==> config.mk <==
export PLATFORM = sky130hd
export DESIGN_NAME = regfile_multiport_flat
export DESIGN_NICKNAME = d
export VERILOG_FILES = /design/src/rtl/regfile_pkg.sv /design/src/rtl/regfile_multiport_if.sv /design/src/rtl/regfile_dump_fsm.sv /design/src/rtl/regfile_multiport.sv /design/src/flat_wrapper.sv
export SDC_FILE = /design/constraint.sdc
export NUM_CORES = 2
export LEC_CHECK = 0
export BUFFER_PORTS_ARGS = -buffer_cell sky130_fd_sc_hd__buf_2
export CORE_MARGIN = 1
export CORE_UTILIZATION = 65
export DETAILED_ROUTE_END_ITERATION = 6
export PLACE_DENSITY = 0.9
export SETUP_SLACK_MARGIN = 0.1
export SYNTH_ARGS = -nofsm -noshare
export SYNTH_HDL_FRONTEND = slang
export SYNTH_HIERARCHICAL = 1
export SYNTH_SLANG_ARGS = --single-unit
==> constraint.sdc <==
create_clock -name clk -period 7.4 [get_ports clk]
set_input_delay 0.37 -clock clk [delete_from_list [all_inputs] [get_ports clk]]
set_output_delay 0.37 -clock clk [all_outputs]
set_load 0.02 [all_outputs]
==> src/rtl/regfile_pkg.sv <==
// Shared types and sizing helpers for the multiport register file and its dump engine.
package regfile_pkg;

    // Dump engine states: wait for a request, stream words, pulse completion.
    typedef enum logic [1:0] {
        ST_IDLE,
        ST_SEND,
        ST_DONE
    } dump_state_t;

    localparam int NB_ADDR_DEFAULT = 5;
    localparam int DEPTH           = 2 ** NB_ADDR_DEFAULT;

    // Number of registers addressed by an nb_addr-bit address.
    function automatic int depth_of(input int nb_addr);
        return 2 ** nb_addr;
    endfunction

endpackage

==> src/rtl/regfile_multiport_if.sv <==
// Debug dump channel between the register file (slave) and the debug unit (master).
interface regfile_multiport_if #(
    parameter int NB_ADDR = 5,
    parameter int NB_DATA = 32
);
    logic               i_dump_start;
    logic               i_dump_ready;
    logic               o_dump_valid;
    logic [NB_ADDR-1:0] o_dump_addr;
    logic [NB_DATA-1:0] o_dump_data;
    logic               o_dump_busy;
    logic               o_dump_done;

    modport master (
        output i_dump_start, i_dump_ready,
        input  o_dump_valid, o_dump_addr, o_dump_data, o_dump_busy, o_dump_done
    );

    modport slave (
        input  i_dump_start, i_dump_ready,
        output o_dump_valid, o_dump_addr, o_dump_data, o_dump_busy, o_dump_done
    );
endinterface

==> src/rtl/regfile_dump_fsm.sv <==
// Dump engine: walks every register address once over a valid/ready handshake,
// then pulses done for one cycle. The parent supplies rd_data for rd_addr.
module regfile_dump_fsm
    import regfile_pkg::*;
#(
    parameter int NB_ADDR = 5,
    parameter int NB_DATA = 32
) (
    input  logic               clk,
    input  logic               rst_n,
    input  logic               start,
    input  logic               ready,
    input  logic [NB_DATA-1:0] rd_data,
    output logic [NB_ADDR-1:0] rd_addr,
    output logic               valid,
    output logic [NB_ADDR-1:0] addr,
    output logic [NB_DATA-1:0] data,
    output logic               busy,
    output logic               done
);
    localparam logic [NB_ADDR-1:0] LAST_ADDR = '1;

    dump_state_t state;

    // While sending, look up the next word so it is ready at the handshake edge.
    assign rd_addr = (state == ST_SEND) ? addr + NB_ADDR'(1) : '0;

    // Dump sequencer with registered handshake outputs.
    always_ff @(posedge clk or negedge rst_n) begin
        // NOTE: state elements use non-blocking assignments so every flop samples pre-edge values.
        if (!rst_n) begin
            state <= ST_IDLE;
            addr  <= '0;
            data  <= '0;
            valid <= 1'b0;
            busy  <= 1'b0;
            done  <= 1'b0;
        end else begin
            case (state)
                ST_IDLE: begin
                    if (start) begin
                        addr  <= '0;
                        data  <= rd_data;
                        valid <= 1'b1;
                        busy  <= 1'b1;
                        state <= ST_SEND;
                    end
                end
                ST_SEND: begin
                    if (valid && ready) begin
                        if (addr == LAST_ADDR) begin
                            valid <= 1'b0;
                            busy  <= 1'b0;
                            done  <= 1'b1;
                            state <= ST_DONE;
                        end else begin
                            addr <= rd_addr;
                            data <= rd_data;
                        end
                    end
                end
                ST_DONE: begin
                    done  <= 1'b0;
                    state <= ST_IDLE;
                end
                default: state <= ST_IDLE;
            endcase
        end
    end
endmodule

==> src/rtl/regfile_multiport.sv <==
// MIPS general-purpose register file: N_RD registered read ports, one write port,
// optional hard-wired zero register and a debug dump channel.
// Optional feature: define REGFILE_WR_BYPASS_EN for write-first forwarding on the
// read ports; otherwise a same-cycle read of the written address is read-first.
module regfile_multiport
    import regfile_pkg::*;
#(
    parameter int NB_DATA  = 32,
    parameter int NB_ADDR  = 5,
    parameter int N_RD     = 2,
    parameter int ZERO_REG = 1
) (
    input  logic                    clk,
    input  logic                    i_rst_n,
    input  logic                    i_we,
    input  logic [NB_ADDR-1:0]      i_wr_addr,
    input  logic [NB_DATA-1:0]      i_wr_data,
    input  logic [N_RD*NB_ADDR-1:0] i_rd_addr,
    output logic [N_RD*NB_DATA-1:0] o_rd_data,
    regfile_multiport_if.slave      dump
);
    localparam int N_REGS  = depth_of(NB_ADDR);
    localparam bit ZERO_EN = (ZERO_REG != 0);

    logic [NB_DATA-1:0]      mem [N_REGS];
    logic [N_RD*NB_DATA-1:0] rd_next;
    logic                    wr_ok;
    logic [NB_ADDR-1:0]      dump_rd_addr;
    logic [NB_DATA-1:0]      dump_rd_data;

    assign wr_ok = i_we && !(ZERO_EN && (i_wr_addr == '0));

    // Register array write; the whole array clears on reset.
    always_ff @(posedge clk or negedge i_rst_n) begin
        // NOTE: the array is reset, so it maps to flops rather than a RAM macro; registers must read 0 after reset.
        if (!i_rst_n) begin
            for (int i = 0; i < N_REGS; i++) mem[i] <= '0;
        end else if (wr_ok) begin
            mem[i_wr_addr] <= i_wr_data;
        end
    end

    // Next read-port values: zero register first, then optional forwarding, then the array.
    always_comb begin
        // NOTE: default every output first so no path leaves rd_next unassigned (no latch).
        rd_next = '0;
        for (int k = 0; k < N_RD; k++) begin
            if (ZERO_EN && (i_rd_addr[k*NB_ADDR +: NB_ADDR] == '0)) begin
                rd_next[k*NB_DATA +: NB_DATA] = '0;
`ifdef REGFILE_WR_BYPASS_EN
            end else if (i_we && (i_rd_addr[k*NB_ADDR +: NB_ADDR] == i_wr_addr)) begin
                rd_next[k*NB_DATA +: NB_DATA] = i_wr_data;
`else
`endif
            end else begin
                rd_next[k*NB_DATA +: NB_DATA] = mem[i_rd_addr[k*NB_ADDR +: NB_ADDR]];
            end
        end
    end

    // Registered read ports: one cycle of latency.
    always_ff @(posedge clk or negedge i_rst_n) begin
        if (!i_rst_n) o_rd_data <= '0;
        else          o_rd_data <= rd_next;
    end

    assign dump_rd_data = (ZERO_EN && (dump_rd_addr == '0)) ? '0 : mem[dump_rd_addr];

    regfile_dump_fsm #(
        .NB_ADDR (NB_ADDR),
        .NB_DATA (NB_DATA)
    ) u_dump_fsm (
        .clk     (clk),
        .rst_n   (i_rst_n),
        .start   (dump.i_dump_start),
        .ready   (dump.i_dump_ready),
        .rd_data (dump_rd_data),
        .rd_addr (dump_rd_addr),
        .valid   (dump.o_dump_valid),
        .addr    (dump.o_dump_addr),
        .data    (dump.o_dump_data),
        .busy    (dump.o_dump_busy),
        .done    (dump.o_dump_done)
    );
endmodule

==> src/flat_wrapper.sv <==
// flat-port wrapper written by rule: the top's interface ports become plain ports
module regfile_multiport_flat import regfile_pkg::*;
#(
    parameter int NB_DATA  = 32,
    parameter int NB_ADDR  = 5,
    parameter int N_RD     = 2,
    parameter int ZERO_REG = 1
)
  (clk, i_rst_n, i_we, i_wr_addr, i_wr_data, i_rd_addr, o_rd_data, dump_i_dump_start, dump_i_dump_ready, dump_o_dump_valid, dump_o_dump_addr, dump_o_dump_data, dump_o_dump_busy, dump_o_dump_done);
  regfile_multiport_if #(.NB_ADDR(NB_ADDR), .NB_DATA(NB_DATA)) dump_i ();
  input  logic clk;
  input  logic i_rst_n;
  input  logic i_we;
  input  logic [NB_ADDR-1:0] i_wr_addr;
  input  logic [NB_DATA-1:0] i_wr_data;
  input  logic [N_RD*NB_ADDR-1:0] i_rd_addr;
  output logic [N_RD*NB_DATA-1:0] o_rd_data;
  input wire logic [$bits(dump_i.i_dump_start)-1:0] dump_i_dump_start;
  input wire logic [$bits(dump_i.i_dump_ready)-1:0] dump_i_dump_ready;
  output wire logic [$bits(dump_i.o_dump_valid)-1:0] dump_o_dump_valid;
  output wire logic [$bits(dump_i.o_dump_addr)-1:0] dump_o_dump_addr;
  output wire logic [$bits(dump_i.o_dump_data)-1:0] dump_o_dump_data;
  output wire logic [$bits(dump_i.o_dump_busy)-1:0] dump_o_dump_busy;
  output wire logic [$bits(dump_i.o_dump_done)-1:0] dump_o_dump_done;
  assign dump_i.i_dump_start = dump_i_dump_start;
  assign dump_i.i_dump_ready = dump_i_dump_ready;
  assign dump_o_dump_valid = dump_i.o_dump_valid;
  assign dump_o_dump_addr = dump_i.o_dump_addr;
  assign dump_o_dump_data = dump_i.o_dump_data;
  assign dump_o_dump_busy = dump_i.o_dump_busy;
  assign dump_o_dump_done = dump_i.o_dump_done;
  regfile_multiport #(.NB_DATA(NB_DATA), .NB_ADDR(NB_ADDR), .N_RD(N_RD), .ZERO_REG(ZERO_REG)) u_core (.clk(clk), .i_rst_n(i_rst_n), .i_we(i_we), .i_wr_addr(i_wr_addr), .i_wr_data(i_wr_data), .i_rd_addr(i_rd_addr), .o_rd_data(o_rd_data), .dump(dump_i));
endmodule
Word level (Yosys, flattened, before mapping) --
Index checks and enable logic that the tools add are counted.
Cells by class: $add $sub $neg 1, $lt $le $gt $ge 5, equality and inequality tests 7, mux-type cells 35, bitwise operators 4, reductions and logical operators 15
Operator list (number):
- bitwise mux 1024 bit | 1
- binary-select mux 32 bit (select 5 bit) | 3
- 2-to-1 mux 32 bit | 13
- demux 32 bit (select 5 bit) | 1
- one-hot mux 32 bit (2 select lines) | 1
- >= comparator 6 bit, second input constant | 4
- inverter 5 -> 6 bit | 4
- zero test 5 bit | 4
- 2-to-1 mux 5 bit | 4
- one-hot mux 5 bit (2 select lines) | 1
- AND reduction 4 bit | 2
- less-than comparator 6 x 1 -> 1 bit, second input constant | 1
- 2-to-1 mux 2 bit | 3
- AND reduction 3 bit | 2
- adder 5 x 1 -> 5 bit, second input constant | 1
- equality test 5 bit, second input constant | 1
- 2-to-1 mux 1 bit | 5
- inequality test 2 x 1 -> 1 bit, second input constant | 2
- inequality test 2 bit, second input constant | 2
- one-hot mux 1 bit (2 select lines) | 2
- one-hot mux 2 bit (2 select lines) | 1
- nonzero test 2 bit | 2
- logical AND 1 bit | 3
- equality test 2 x 1 -> 1 bit, second input constant | 1
- 3 further kinds | 3
Storage, ports and cells: register bits after elaboration 1129, input bits 52

Longest topological paths before layout --
depth after elaboration 10, gate-level depth with buffers 13, gate-level depth less buffers 9

Modules after synthesis --
Netlist, hierarchy kept.
By module, submodules not included:
- regfile_multiport | instances 1, cells each 4551, area each 64476.8 um^2, sequential area each 27226.1 um^2
- regfile_dump_fsm | instances 1, cells each 118, area each 1705.4 um^2, sequential area each 1026.0 um^2

Least setup slack after synthesis --
Ideal clock, no wire load.
path kind register -> register, start register u_core.u_dump_fsm.state[0], end register u_core.u_dump_fsm.data[30], arrival 2.769 ns, data required time 7.273 ns, setup slack 4.503 ns, cell stages (with the launch flop) 11, path buffers 3, cell sequence dfrtp_1 nor2b_1 and2_1 buf_4 buf_6 buf_2 mux4_2 mux2_2 o22ai_1 nor3_1 mux2_1
Between the ends: longest elaborated chain between the ends 10, elaborated cells between the ends (all ways) 18, classes of those cells 4 x eq/ne; 9 x mux; 1 x bitwise; 4 x reduce/logical
RTL lines:
- start: declaration | line regfile_dump_fsm.sv:23 | dump_state_t state;
- start signal: assignment | line regfile_dump_fsm.sv:32 | state <= ST_IDLE;
- start signal: assignment | line regfile_dump_fsm.sv:46 | state <= ST_SEND;
- start signal: assignment | line regfile_dump_fsm.sv:55 | state <= ST_DONE;
- equality test 2 x 1 -> 1 bit * | line regfile_dump_fsm.sv:26 | assign rd_addr = (state == ST_SEND) ? addr + NB_ADDR'(1) : '0;
- 2-to-1 mux 5 bit * | line regfile_dump_fsm.sv:26
- named net u_core.dump_rd_addr[1] | line regfile_multiport.sv:28 | logic [NB_ADDR-1:0] dump_rd_addr;
- inverter 5 -> 6 bit (implied by the code) | line regfile_multiport.sv:67 | assign dump_rd_data = (ZERO_EN && (dump_rd_addr == '0)) ? '0 : mem[dump_rd_addr];
- binary-select mux 32 bit (select 5 bit) | line regfile_multiport.sv:67
- 2-to-1 mux 32 bit (implied by the code) (2 in a row) | line regfile_multiport.sv:67
- 2-to-1 mux 32 bit * | line regfile_multiport.sv:67
- named net u_core.dump_rd_data[30] | line regfile_multiport.sv:29 | logic [NB_DATA-1:0] dump_rd_data;
- 2-to-1 mux 32 bit | line regfile_dump_fsm.sv:51 | if (addr == LAST_ADDR) begin
- 2-to-1 mux 32 bit | line regfile_dump_fsm.sv:50 | if (valid && ready) begin
- one-hot mux 32 bit (2 select lines) * | line regfile_dump_fsm.sv:39 | case (state)
- end signal: assignment | line regfile_dump_fsm.sv:43 | data <= rd_data;
- end signal: assignment | line regfile_dump_fsm.sv:58 | data <= rd_data;
- end: declaration | line regfile_dump_fsm.sv:17 | output logic [NB_DATA-1:0] data,
Mark *: on every way through the listed nets, which the timed path passes. The rest lies on a longest branch. The select of a mux whose other input is x is not followed. A chain may end at the register's enable or synchronous reset.

Final worst setup path --
start register u_core.u_dump_fsm.addr[0], end register u_core.u_dump_fsm.data[26]
Between the ends: longest elaborated chain between the ends 10, elaborated cells between the ends (all ways) 15, classes of those cells 1 x add/sub; 2 x eq/ne; 9 x mux; 1 x bitwise; 2 x reduce/logical
RTL lines:
- start: declaration | line regfile_dump_fsm.sv:16 | output logic [NB_ADDR-1:0] addr,
- start signal: assignment | line regfile_dump_fsm.sv:57 | addr <= rd_addr;
- adder 5 x 1 -> 5 bit * | line regfile_dump_fsm.sv:26
- 2-to-1 mux 5 bit * | line regfile_dump_fsm.sv:26
- named net u_core.dump_rd_addr[2] | line regfile_multiport.sv:28
- inverter 5 -> 6 bit (implied by the code) | line regfile_multiport.sv:67
- binary-select mux 32 bit (select 5 bit) | line regfile_multiport.sv:67
- 2-to-1 mux 32 bit (implied by the code) (2 in a row) | line regfile_multiport.sv:67
- 2-to-1 mux 32 bit * | line regfile_multiport.sv:67
- named net u_core.dump_rd_data[26] | line regfile_multiport.sv:29
- 2-to-1 mux 32 bit | line regfile_dump_fsm.sv:51
- 2-to-1 mux 32 bit | line regfile_dump_fsm.sv:50
- one-hot mux 32 bit (2 select lines) * | line regfile_dump_fsm.sv:39
Marked as above.

==> results.json <==
{
  "grt_max_degree": 178,
  "drive_gt1_frac": 0.460,
  "crit_arrival_ps": 4960,
  "io_pins": 156,
  "finClkSkew_ps": 34.7,
  "syn_nets": 4723,
  "swShare": 0.331,
  "setup_viol": 0,
  "synth_seq_cells": 1129,
  "fin_nets": 4546,
  "clock_path_buffers": 3,
  "regToRegStartpoint": "u_core/u_dump_fsm/addr[0]$_DFFE_PN0P_",
  "routabilityCongestion": 0.921,
  "slew_headroom": -0.00135,
  "avgSynthCellArea_sq_um": 14.2,
  "ys_types": 48,
  "grt_pass1_vias": 50702,
  "drtIter0Drc": 8507,
  "syn_area_sq_um": 66200,
  "pwr-share-comb": 0.310,
  "final_antenna_net_count": 0,
  "vdd_drop_max_mv": 0.246,
  "cap_violations": 1,
  "die_y_um": 321,
  "stdcell_count": 5959,
  "synth-simple-area-share": 0.0219,
  "crit_type": "reg -> reg",
  "p_clk_frac": 0.280,
  "violations": "DRC, capacitance limit, slew limit",
  "synth_compound_area_frac": 0.0654,
  "portBuffers": 155,
  "fin_area_sq_um": 71100,
  "synth_mux_area_frac": 0.444,
  "hold_class": "in -> async",
  "synth-adder-area-share": 0.000378,
  "routed_wl_mm": 233,
  "seq_power_share": 0.410,
  "viasPerCell": 8.32,
  "grt_overflow": 0,
  "cts_setup_buffers": 0,
  "final_max_slew_viol_count": 1,
  "rr_worst_depth": 10,
  "syn_inst": 4669,
  "p_per_area_nw_per_um2": 295,
  "rsz0062_at_grt": "no",
  "rows": 116,
  "clk_latency_ps": 750,
  "dp_hpwl_mm": 124,
  "yosysSeqAreaShare": 0.427,
  "mostFrequentLayoutCells": "1,129 x dfrtp_1, 1,067 x mux2_2, 537 x mux4_2",
  "wl_per_cell_um": 39.1,
  "tightest_slew_ps": 1500,
  "status": "finished with violations",
  "initial_core_util": 0.659,
  "p_leak_nw": 30.7,
  "max_freq_mhz": 230,
  "core_area_sq_um": 100000,
  "numCtsBuffers": 114,
  "synth_top_family_by_area": "multiplexers",
  "fin_crit_ps": 4350,
  "worstSetupEndpointType": "flip-flop",
  "p_int_mw": 14.0,
  "die_area_sq_um": 103000,
  "r2r_slack_ps": 3050,
  "htree_levels": 3,
  "p_switching_mw": 6.94,
  "clk_pin_slew_ps": 60,
  "ctsRootBufferMaster": "clkbuf_16",
  "synth-edff-count": 0,
  "drc": 29,
  "hold_violations": 0,
  "worstReg2RegEnd": "u_core/u_dump_fsm/data[26]$_DFFE_PN0P_",
  "finalCritPeriodShare": 0.588,
  "grt_pass1_wl_mm": 340,
  "startpoint_type": "flip-flop",
  "layout_commonest_cell": "dfrtp_1",
  "vias": 49582,
  "grt_use_total": 0.454,
  "finalSetupTns_ps": 0,
  "antenna_found_initial": 27,
  "yosysWarnings": 6,
  "async_flop_share": 1.00,
  "area_growth_pct": 7.38,
  "fillerInstances": 5989,
  "clkSinkCount": 1129,
  "die_x_um": 321,
  "synth_ff_type": "dfrtp_1",
  "placed_area_sq_um": 67300,
  "dp_cells": 5730,
  "firstDrtPassIters": 7,
  "cp_max_fo": 109,
  "worstPathRequired_ps": 8010,
  "synthXorXnorAreaFrac": 0.000265,
  "tritoncts": "done"
}
[flip-flops by register name, indices dropped and copies added, names as in the netlist]
register,flops
u_core/mem,1024
u_core/o_rd_data,64
u_core/u_dump_fsm/addr,5
u_core/u_dump_fsm/busy,1
u_core/u_dump_fsm/data,32
u_core/u_dump_fsm/done,1
u_core/u_dump_fsm/state,2
[layer usage]
metal	track usage	vias to the layer above	part of all wire
met2	0.609	5124	0.41
li1	-	18029	-
met5	0.0279	-	0.0022
met3	0.243	1806	0.18
met4	0.347	30	0.097
met1	0.545	24593	0.31
[worst max-delay path by stage]
stage / start / slack (ps) / end
2_1_floorplan: u_core/u_dump_fsm/state[0]$_DFFE_PN0P_ / 4500 / u_core/u_dump_fsm/data[30]$_DFFE_PN0P_
3_5_place_dp: u_core/u_dump_fsm/state[0]$_DFFE_PN0P_ / 3380 / u_core/u_dump_fsm/data[17]$_DFFE_PN0P_
5_1_grt: u_core/u_dump_fsm/state[0]$_DFFE_PN0P_ / 3150 / u_core/u_dump_fsm/data[14]$_DFFE_PN0P_
6_report: u_core/u_dump_fsm/addr[0]$_DFFE_PN0P_ / 3050 / u_core/u_dump_fsm/data[26]$_DFFE_PN0P_
4_1_cts: u_core/u_dump_fsm/addr[0]$_DFFE_PN0P_ / 3360 / u_core/u_dump_fsm/data[26]$_DFFE_PN0P_
3_3_place_gp: u_core/u_dump_fsm/state[0]$_DFFE_PN0P_ / 3450 / u_core/u_dump_fsm/data[23]$_DFFE_PN0P_
[logic make-up (layout without fill, tap and decap cells)]
kind of cell    after synthesis  in the layout
compound gates              592            592
flops                      1129           1129
xor+xnor                      2              2
fa+ha+maj                     2              2
buf+inv                     553            459
simple gates                261            261
mux                        2130           2130
other cells                   0             27
[timing repair]
action / CTS / global route
setup endpoints to repair: 0 / 0
hold buffers: 3 / 0
resized for setup: 0 / 0
endpoints found under the hold margin: 77 / 0
[critical path, stage by stage, from the launching register on]
cell,delay [ps]
dfrtp_1,450
ha_1,290
xnor2_1,180
nor2_4,120
buf_12,450
nor2b_4,980
buf_4,630
a22oi_1,210
a31oi_1,250
nor4_1,70
mux2_1,310
[final cells by class]
cell class / instances / area (sq um) / share of cell area
Clock inverter: 39 / 465 / 0.00655
Timing Repair Buffer: 255 / 1820 / 0.0257
Tap cell: 1357 / 1700 / 0.0239
Multi-Input combinational cell: 2987 / 35500 / 0.499
Inverter: 5 / 18.8 / 0.000264
Clock buffer: 160 / 3250 / 0.0457
Antenna cell: 27 / 67.6 / 0.000951
Sequential cell: 1129 / 28300 / 0.398
[metrics by stage]
| stage | worst slack [ps] | hold WS [ps] | power (mW) | util |
|---|---|---|---|---|
| floorplan | 4500 | 74.4 | 13.1 | - |
| detailed placement | 3380 | 413 | 14.8 | 0.670 |
| global route | 3150 | 275 | 21.5 | 0.707 |
| finish | 3050 | 249 | 21.0 | 0.708 |
| global placement | 3450 | 403 | 14.5 | 0.670 |
| CTS | 3360 | 247 | 20.7 | 0.707 |
[synthesized netlist by cell type, drive strengths merged, types with 4 or more instances]
library cell,number,area (sq um)
dfrtp,1129,28300
mux2,1075,12100
mux4,537,12100
mux2i,518,5180
clkbuf,279,1050
buf,269,1650
a22oi,196,1470
a21oi,86,442
a211oi,82,616
nor2b,68,425
nor3,65,325
a22o,62,543
o22ai,60,375
nor4,38,238
a2111oi,31,353
o221ai,31,272
nor2,24,92.6
nand2,23,86.3
o21ai,21,105
a31oi,19,119
nand2b,8,50.1
and2,7,43.8
nand3,7,35.0
inv,5,18.8
and3,4,25.0
[power groups by stage]
| stage | Combinational (mW) | Clock [mW] | Sequential (mW) |
|---|---|---|---|
| detailed placement | 6.20 | 0 | 8.57 |
| CTS | 6.31 | 5.85 | 8.50 |
| finish | 6.50 | 5.88 | 8.59 |
| floorplan | 4.88 | 0 | 8.23 |
| global placement | 6.00 | 0 | 8.46 |
| global route | 6.72 | 6.10 | 8.69 |
Note: power is estimated with default switching activity, not from simulation.
